`config.mk`:
```
export PLATFORM = sky130hd
export DESIGN_NAME = min_reduce_int8_stream
export DESIGN_NICKNAME = d
export VERILOG_FILES = /design/src/rtl/min_reduce_int8_stream.sv
export SDC_FILE = /design/constraint.sdc
export NUM_CORES = 1
export LEC_CHECK = 0
export ABC_AREA = 0
export BUFFER_PORTS_ARGS = -buffer_cell sky130_fd_sc_hd__buf_2
export CORE_MARGIN = 2
export CORE_UTILIZATION = 50
export CTS_CLUSTER_DIAMETER = 60
export DETAILED_ROUTE_END_ITERATION = 8
export PLACE_DENSITY = 0.85
export SYNTH_ARGS = -nofsm -noshare
export SYNTH_HDL_FRONTEND = slang
export SYNTH_SLANG_ARGS = --single-unit
```
`constraint.sdc`:
```
create_clock -name clk -period 4.5 [get_ports clk]
set_clock_uncertainty 0.1 [all_clocks]
set_input_delay 0.225 -clock clk [delete_from_list [all_inputs] [get_ports clk]]
set_output_delay 0.225 -clock clk [all_outputs]
set_load 0.05 [all_outputs]
```
`src/rtl/min_reduce_int8_stream.sv`:
```
// min_reduce_int8_stream: stream min-reduction of signed frames into {min, index, count, trunc}
//
// gt_int_nbit  : signed a > b comparator (IMPL_TYPE selects the formulation)
// min_int8     : signed min select, returns A unless A > B
// min_reduce_int8_stream ports:
//   clk, rst                    clock, synchronous active-high reset
//   in_valid/in_ready           input element handshake
//   in_data, in_last            signed element, end-of-frame marker
//   out_valid/out_ready         result handshake, result held until accepted
//   out_min, out_idx, out_count frame minimum, its 0-based position, element count
//   out_trunc                   frame closed by MAX_LEN without in_last

module gt_int_nbit #(
    parameter int WIDTH     = 8,
    parameter int IMPL_TYPE = 0
) (
    input  logic [WIDTH-1:0] i_a,
    input  logic [WIDTH-1:0] i_b,
    output logic             o_gt
);
    generate
        if (IMPL_TYPE == 0) begin : g_signed
            assign o_gt = $signed(i_a) > $signed(i_b);
        end else begin : g_biased
            // Flipping the sign bits maps two's-complement order onto unsigned order.
            assign o_gt = {~i_a[WIDTH-1], i_a[WIDTH-2:0]} > {~i_b[WIDTH-1], i_b[WIDTH-2:0]};
        end
    endgenerate
endmodule

module min_int8 #(
    parameter int WIDTH     = 8,
    parameter int IMPL_TYPE = 0
) (
    input  logic [WIDTH-1:0] i_a,
    input  logic [WIDTH-1:0] i_b,
    output logic [WIDTH-1:0] o_min
);
    logic w_gt;
    gt_int_nbit #(.WIDTH(WIDTH), .IMPL_TYPE(IMPL_TYPE)) u_gt (.i_a(i_a), .i_b(i_b), .o_gt(w_gt));
    assign o_min = w_gt ? i_b : i_a;
endmodule

module min_reduce_int8_stream #(
    parameter int   WIDTH     = 8,
    parameter int   MAX_LEN   = 16,
    parameter int   IMPL_TYPE = 0,
    localparam int  IDX_W     = $clog2(MAX_LEN)
) (
    input  logic             clk,
    input  logic             rst,
    input  logic             in_valid,
    output logic             in_ready,
    input  logic [WIDTH-1:0] in_data,
    input  logic             in_last,
    output logic             out_valid,
    input  logic             out_ready,
    output logic [WIDTH-1:0] out_min,
    output logic [IDX_W-1:0] out_idx,
    output logic [IDX_W:0]   out_count,
    output logic             out_trunc
);
    typedef enum logic [1:0] {S_IDLE, S_ACCUM, S_DONE} state_t;

    state_t           r_state;
    state_t           w_next;
    logic [WIDTH-1:0] r_min;
    logic [IDX_W-1:0] r_idx;
    logic [IDX_W:0]   r_cnt;
    logic             r_trunc;
    logic [WIDTH-1:0] w_min;
    logic [IDX_W:0]   w_cnt_inc;
    logic             w_acc;
    logic             w_xfer;
    logic             w_close_max;

    min_int8 #(.WIDTH(WIDTH), .IMPL_TYPE(IMPL_TYPE)) u_min (.i_a(r_min), .i_b(in_data), .o_min(w_min));

    assign in_ready    = r_state != S_DONE;
    assign out_valid   = r_state == S_DONE;
    assign w_acc       = in_valid & in_ready;
    assign w_xfer      = out_valid & out_ready;
    assign w_cnt_inc   = r_cnt + (IDX_W+1)'(1);
    assign w_close_max = w_cnt_inc == (IDX_W+1)'(MAX_LEN);
    assign out_min     = r_min;
    assign out_idx     = r_idx;
    assign out_count   = r_cnt;
    assign out_trunc   = r_trunc;

    always_ff @(posedge clk)
        r_state <= rst ? S_IDLE : w_next;

    always_comb begin
        w_next = r_state;
        if (r_state == S_IDLE && w_acc)
            w_next = in_last ? S_DONE : S_ACCUM;
        else if (r_state == S_ACCUM && w_acc && (in_last || w_close_max))
            w_next = S_DONE;
        else if (r_state == S_DONE && w_xfer)
            w_next = S_IDLE;
    end

    always_ff @(posedge clk) begin
        if (rst) begin
            r_min   <= '0;
            r_idx   <= '0;
            r_cnt   <= '0;
            r_trunc <= 1'b0;
        end else if (w_acc) begin
            if (r_state == S_IDLE) begin
                r_min   <= in_data;
                r_idx   <= '0;
                r_cnt   <= (IDX_W+1)'(1);
                r_trunc <= 1'b0;
            end else begin
                r_min   <= w_min;
                // The min only changes on a strictly smaller element, so ties keep the earlier index.
                if (w_min != r_min)
                    r_idx <= r_cnt[IDX_W-1:0];
                r_cnt   <= w_cnt_inc;
                r_trunc <= ~in_last & w_close_max;
            end
        end
    end
endmodule

```
## Word-level counts from Yosys, hierarchy flattened

Index checks and enable logic that the tools add are counted.

- Register bits: 20
- Bits in latches: 0
- RAM bits: 0
- Memory bits (read-only): 0
- Input bits: 13
- Output and inout port bits: 20
- Word-level logic and storage cells: 35
- Memories: 0

- Add/sub/neg operators: 1
- Multipliers: 0
- Divide/modulo/power cells: 0
- $lt $le $gt $ge: 1
- Equal/unequal tests: 5
- Shifts and indexed selects: 0
- Mux-type cells: 10
- Bitwise operators: 4
- Reductions and logical operators: 9

Operators by type and width:

| operator | count |
|---|---|
| 8-bit 2-to-1 mux | 2 |
| 8-bit greater-than comparator | 1 |
| 2-bit 2-to-1 mux | 4 |
| 4-bit 2-to-1 mux | 2 |
| 8-bit != test | 1 |
| 5-bit by 1-bit adder with 5-bit output (second input constant) | 1 |
| 5-bit == test (second input constant) | 1 |
| 5-bit 2-to-1 mux | 1 |
| 1-bit logical AND | 4 |
| 1-bit AND | 3 |
| 3-bit nonzero test | 1 |
| 2-bit by 1-bit == test with 1-bit output (second input constant) | 1 |
| 2-bit == test (second input constant) | 1 |
| 2-bit zero test | 1 |
| 2-bit != test (second input constant) | 1 |
| 2-bit AND reduction | 1 |
| 2-bit nonzero test | 1 |
| 1-bit logical OR | 1 |
| 1-bit 2-to-1 mux | 1 |
| 1-bit inverter | 1 |

## Logic depth before layout (Yosys ltp)

Gate-level depths: netlist of the first run.

- Depth after elaboration: 6
- Depth in mapped cells: 8
- Depth with buffers taken out: 8

## Cells and area by module

From an unflattened synthesis of the first run, not the netlist that was laid out.

- Cell total of the unflattened synthesis: 164
- Area total of the unflattened synthesis: 1377.6 um^2

Modules (own cells, without submodules):

| module | times used | cells each | area an instance (um^2) | sequential area each (um^2) |
|---|---|---|---|---|
| min_reduce_int8_stream | 1 | 125 | 1036.0 | 400.4 |
| gt_int_nbit | 1 | 30 | 210.2 | 0.0 |
| min_int8 | 1 | 9 | 131.4 | 0.0 |

## Worst setup path after synthesis of the first run

No wires, ideal clock.

- Path type: flip-flop to flip-flop
- From: register r_min[1], in the netlist out_min[1]
- To: register r_min[2], in the netlist out_min[2]
- Setup time: 128 ps
- Arrival: 2158 ps
- Data required time: 4272 ps
- Setup slack: 2114 ps
- Cell stages (with the launch flop): 8
- Path buffers: 0
- Clock period less this slack: 2386 ps
- Cells stage by stage: dfxtp_1 -> ha_1 -> nor2b_1 -> o211ai_2 -> a211oi_2 -> o311ai_4 -> mux2i_1 -> nor2_1

- Cells in the longest elaborated chain, start to end: 3

Ends and longest elaborated chain:

| what | RTL line | RTL |
|---|---|---|
| start, declared | 67 | `logic [WIDTH-1:0] r_min;` |
| start signal, assigned | 111 | `r_min <= in_data;` |
| start signal, assigned | 116 | `r_min <= w_min;` |
| 8-bit greater-than comparator | 23 | `assign o_gt = $signed(i_a) > $signed(i_b);` |
| 8-bit 2-to-1 mux | 41 | `assign o_min = w_gt ? i_b : i_a;` |
| 8-bit 2-to-1 mux | 110 | `if (r_state == S_IDLE) begin` |

No other way between the ends.
A chain may end at the register's enable or synchronous reset.

## Final worst setup path of the first run

- From: register r_min[7], in the netlist out_min[7]
- To: register r_min[6], in the netlist out_min[6]

The elaborated chain is that of the path after synthesis.

==> results of run 1 <==
## layout make-up
cell class / instances / area (um2) / area share
Multi-Input combinational cell: 99 / 704 / 0.504
Inverter: 12 / 45.0 / 0.0322
Clock inverter: 1 / 30.0 / 0.0215
Sequential cell: 20 / 400 / 0.286
Timing Repair Buffer: 32 / 160 / 0.115
Clock buffer: 3 / 22.5 / 0.0161
Tap cell: 28 / 35.0 / 0.0251
## metal layers
layer	track usage	up-vias
li1	-	541
met1	0.260	528
met2	0.371	35
met3	0.0286	4
met4	0.103	0
met5	0	-
## critical path, stage by stage, from the launching register on
cell,delay [ns]
dfxtp_1,0.36
ha_1,0.34
nand4_1,0.17
o22ai_1,0.18
a31oi_1,0.11
o311ai_4,0.57
mux2i_1,0.26
nor2_1,0.05
## cells by family after synthesis
group | Yosys count | synth area share
compound gates | 25 | 0.173
xor+xnor | 8 | 0.0599
fa+ha+maj | 9 | 0.0963
buf+inv | 17 | 0.0556
flops | 20 | 0.342
mux | 9 | 0.0770
simple gates | 48 | 0.196
## cell usage in the layout, fill, tap and decap left out
cell type   n
o211ai_2    1
a31oi_1     1
a21oi_1     6
a22oi_1     4
nand4b_1    1
nor4_2      1
nand3_1     3
xnor2_1     7
a22o_1      4
o22ai_1     1
nor2_1     23
ha_1        9
buf_2      32
a32oi_1     1
o311ai_4    1
and4_1      1
o21ai_0     2
mux2i_1     9
a222oi_1    1
nand4_1     5
clkinv_1    1
inv_1      11
bufinv_16   1
or3_1       1
nor4_1      1
clkbuf_4    3
nand3b_1    1
xor2_1      1
dfxtp_1    20
a21o_1      2
nor2b_1     2
a211oi_2    1
nand2_1     9
## worst paths after layout
kind	startpoint	end	slack (ns)
max	out_min[7]	out_min[6]	2.24
min	in_data[7]	out_min[7]	0.09
max reg2reg	out_min[7]	out_min[6]	2.24
min reg2reg	out_idx[2]	out_idx[2]	0.38
## power by group
group          total (mW)  leakage (nW)  internal, mW  switching (mW)
registers           0.195         0.163         0.184          0.0105
clock network       0.146        0.0279        0.0899          0.0564
logic               0.105         0.482        0.0361          0.0686
## flip-flops by register name, summed over array words and instances (netlist names)
name / cells
out_count: 5
out_idx: 4
out_min: 8
out_trunc: 1
r_state: 2
## metrics by stage
step | util | worst slack [ns]
after CTS | 0.632 | 2.26
after global placement | 0.608 | 2.34
after detailed placement | 0.608 | 2.23
after floorplan | - | 2.11
final | 0.632 | 2.24
after global routing | 0.632 | 2.13
==> impl_metrics.env, run 1 <==
export IMPL_grt_pass1_wl_um=4480
export IMPL_crit_fanout=8
export IMPL_post_dp_cell_area_um2=1350
export IMPL_antenna_cells=0
export IMPL_cts_root_buffer="clkbuf_4"
export IMPL_fmax_mhz=442
export IMPL_fp_dieArea_um2=2740
export IMPL_synth_seq_cells=20
export IMPL_highest_layer="met4"
export IMPL_numCtsBuffers=3
export IMPL_ys_top_cells_by_area="dfxtp_1 (34%), ha_1 (9.6%), mux2i_1 (7.7%)"
export IMPL_holdCritPathClass="input port to flip-flop"
export IMPL_drive_above_1_share=0.240
export IMPL_avgSynthCellArea_um2=8.60
export IMPL_start_util=0.529
export IMPL_num_io_pins=33
export IMPL_ir_worst_vdd_mv=0.205
export IMPL_die_h_um=52.4
export IMPL_r2r_cells=7
export IMPL_end_kind="flip-flop"
export IMPL_power_total_mw=0.446
export IMPL_fin_nets=190
export IMPL_synth_ff_type="dfxtp_1"
export IMPL_cts_tree="yes"
export IMPL_area_growth_pct=19.5
export IMPL_finalSetupViolCount=0
export IMPL_dr_pass1_iters=4
export IMPL_numPortBuffers=32
export IMPL_clock_latency_ns=0.30
export IMPL_stdcell_count=195
export IMPL_crit_arrival_ns=2.35
export IMPL_antenna_found_initial=0
export IMPL_clkTransAtPathRegs_ns=0.12
export IMPL_outcome="finished, final reports clean"
export IMPL_wl_met3_um=123
export IMPL_period_needed_ns=2.26
export IMPL_cts_hold_buf=0
export IMPL_cp_start_kind="flip-flop"
export IMPL_cts_sinks=20
export IMPL_post_place_cells=191
export IMPL_grt_remaining_overflow=0
export IMPL_holdWs_ns=0.0920
export IMPL_nFillCells=203
export IMPL_synth_cell_types=32
export IMPL_antenna_left=0
export IMPL_gp_congestion=0.777
export IMPL_tightest_slew_ns=0.630
export IMPL_yosysMostFrequentCell="nor2_1"
export IMPL_synth_edf_count=0
export IMPL_wl_met1_um=1110
export IMPL_core_area_um2=2210
export IMPL_synth_commonest_cells="nor2_1 (23), dfxtp_1 (20), inv_1 (11)"
export IMPL_design_area_um2=1400
export IMPL_wl_per_cell_um=13.4
export IMPL_ys_seq_area_frac=0.342
export IMPL_cap_violations=0
export IMPL_clockBufferDepth=2
export IMPL_viasPerCell=5.68
export IMPL_placement_rows=17
export IMPL_die_x_um=52.4
export IMPL_drt_iter0_drc=26
export IMPL_grt_use_total=0.215
export IMPL_hold_viol=0
export IMPL_p_leak_nw=0.673
export IMPL_synth_top_area_frac=0.342
export IMPL_wl_met2_um=1370
export IMPL_syn_inst=136
export IMPL_tns_ns=0
export IMPL_path_class="flip-flop to flip-flop"
export IMPL_synth_nets=158
export IMPL_drc_errors=0
export IMPL_finalCritPeriodShare=0.503
export IMPL_grt_pass1_vias=1054
export IMPL_yosysWarnings=0
export IMPL_final_max_slew_viol_count=0
export IMPL_powerDensity_nw_per_um2=319
export IMPL_grt_max_degree=19
export IMPL_slew_headroom=0.579
export IMPL_hpwl_um=1980
export IMPL_holdPathStages=3
export IMPL_worst_ep_required_time_ns=4.59
export IMPL_syn_cell_area_um2=1170
export IMPL_rsz0062_at_grt="no"
export IMPL_vias=1108
export IMPL_cts_resized=0
export IMPL_cts_setup_buffers=0
export IMPL_cts_htree_levels=1
export IMPL_synth_area_leader_cell="dfxtp_1"
export IMPL_ys_async_sr_fraction=0
export IMPL_drt_wl_total_um=2620
(Power assumes the default switching activity.)
==> run 2, diff against run 1 <==
- CORE_UTILIZATION: 50 -> 46
- PLACE_DENSITY: 0.85 -> 0.83
- clock period: 4.5 -> 2 ns (I/O delays scaled with it)
==> impl_metrics.env, run 2 (same netlist as run 1, synthesis figures left out) <==
export IMPL_start_util=0.481
export IMPL_grt_pass1_wl_um=4040
export IMPL_holdCritPathClass="input port to flip-flop"
export IMPL_rrSetupSlack_ns=0.02
export IMPL_final_max_slew_viol_count=0
export IMPL_die_h_um=54.4
export IMPL_worstHoldStart="in_data[3]"
export IMPL_hold_viol=0
export IMPL_clockBufferDepth=2
export IMPL_internal_power_mw=0.619
export IMPL_worst_ep_required_time_ns=2.14
export IMPL_p_sw_mw=0.312
export IMPL_drive_above_1_share=0.361
export IMPL_drt_iter0_drc=28
export IMPL_p_sw_frac=0.335
export IMPL_cap_violations=0
export IMPL_grt_use_total=0.188
export IMPL_p_leak_nw=0.736
export IMPL_drt_wl_total_um=2770
export IMPL_hpwl_um=1930
export IMPL_finalCritPeriodShare=0.988
export IMPL_final_cell_mix="buf_2 (32), nor2_1 (23), dfxtp_1 (12)"
export IMPL_ir_worst_vdd_mv=0.476
export IMPL_period_needed_ns=1.98
export IMPL_pwr_share_clk=0.208
export IMPL_grt_max_degree=19
export IMPL_fin_nets=203
export IMPL_core_area_um2=2430
export IMPL_seq_power_share=0.470
export IMPL_viasPerCell=5.36
export IMPL_clkTransAtPathRegs_ns=0.11
export IMPL_r2r_cells=7
export IMPL_p_comb_frac=0.322
export IMPL_grt_pass1_vias=961
export IMPL_crit_arrival_ns=2.12
export IMPL_antenna_found_initial=0
export IMPL_r2r_start="out_min[1]"
export IMPL_stdcell_count=210
export IMPL_clock_latency_ns=0.29
export IMPL_whs_endpoint="out_min[3]"
export IMPL_slew_headroom=0.682
export IMPL_drc_errors=0
export IMPL_antenna_left=0
export IMPL_crit_fanout=4
export IMPL_holdPathStages=3
export IMPL_fmax_mhz=506
export IMPL_powerDensity_nw_per_um2=568
export IMPL_cts_sinks=20
export IMPL_cts_root_buffer="clkbuf_4"
export IMPL_antenna_cells=0
export IMPL_largest_reg_flops=8
export IMPL_grt_remaining_overflow=0
export IMPL_layout_commonest_cell="buf_2"
export IMPL_tightest_slew_ns=0.473
export IMPL_num_io_pins=33
export IMPL_rsz0062_at_grt="yes"
export IMPL_path_class="flip-flop to flip-flop"
export IMPL_area_growth_pct=40.2
export IMPL_gp_congestion=0.819
export IMPL_r2r_end="out_idx[2]"
export IMPL_cts_htree_levels=1
export IMPL_holdWs_ns=0.00382
export IMPL_cts_tree="yes"
export IMPL_numCtsBuffers=3
export IMPL_fp_dieArea_um2=2960
export IMPL_placement_rows=18
export IMPL_dr_pass1_iters=5
export IMPL_cp_start_kind="flip-flop"
export IMPL_finalSetupViolCount=0
export IMPL_numPortBuffers=32
export IMPL_outcome="finished, final reports clean"
export IMPL_vias=1125
export IMPL_end_kind="flip-flop"
export IMPL_wl_per_cell_um=13.2
export IMPL_die_x_um=54.4
export IMPL_post_place_cells=194
[run 2: cell types whose count changed in the layout (fill, tap and decap cells not counted), sizes merged]
| cell | change |
|---|---|
| buf | +6 |
| clkbuf | +1 |
| bufinv | -1 |
| dlygate4sd3 | +7 |
[run 2: through the flow]
step	power, mW	util	area, um2	setup slack (ns)	TNS (ns)
after floorplan	0.632	-	1230	-0.0576	-0.416
after global placement	0.691	0.587	1430	0.0515	0
after detailed placement	0.699	0.587	1430	0.00461	0
after CTS	0.910	0.635	1550	0.0122	0
after global routing	0.984	0.674	1640	-0.0905	-0.624
final	0.932	0.674	1640	0.0232	0
[run 2: layout make-up]
| type | count | area, um2 |
|---|---|---|
| Tap cell | 30 | 37.5 |
| Clock buffer | 4 | 26.3 |
| Timing Repair Buffer | 45 | 288 |
| Sequential cell | 20 | 428 |
| Multi-Input combinational cell | 99 | 816 |
| Fill cell | 208 | 792 |
| Inverter | 12 | 45.0 |
[run 2: per-layer routing]
| layer | GRT usage | vias up | part of all wire |
|---|---|---|---|
| li1 | - | 571 | - |
| met5 | 0 | - | 0 |
| met1 | 0.224 | 516 | 0.42 |
| met3 | 0.0246 | 6 | 0.047 |
| met2 | 0.345 | 32 | 0.51 |
| met4 | 0.0625 | 0 | 0.014 |
[run 2: worst max path at each step]
stage | depth (start not counted) | slack, ns | endpoint | from
floorplan | 7 | -0.06 | out_min[3] | out_min[1]
global placement | 7 | 0.05 | out_min[3] | out_min[3]
detailed placement | 7 | 0.005 | out_idx[2] | out_min[5]
CTS | 8 | 0.01 | out_min[3] | out_min[5]
global route | 8 | -0.09 | out_min[0] | out_min[1]
finish | 7 | 0.02 | out_idx[2] | out_min[1]
[run 2: timing repair]
action | in CTS | in global routing
hold endpoints to repair | 7 | 0
setup endpoints to repair | 6 | 12
hold buffers | 7 | 0
pin swaps | 0 | 2
gates resized for setup | 3 | 8
buffers inserted | 0 | 5
[run 2: worst max-delay path: stages, from the launching register on]
cell      delay [ns]
dfxtp_4         0.38
ha_4            0.27
nor2b_4         0.13
o211ai_2        0.09
a211oi_2        0.32
nor2_1          0.12
nor4_2          0.30
a22o_1          0.21
[run 2: power by group through the flow]
stage	Combinational [mW]	Clock, mW	Sequential (mW)
global placement	0.245	0	0.446
floorplan	0.141	0	0.491
CTS	0.268	0.203	0.439
finish	0.300	0.194	0.438
global route	0.324	0.218	0.441
detailed placement	0.251	0	0.447
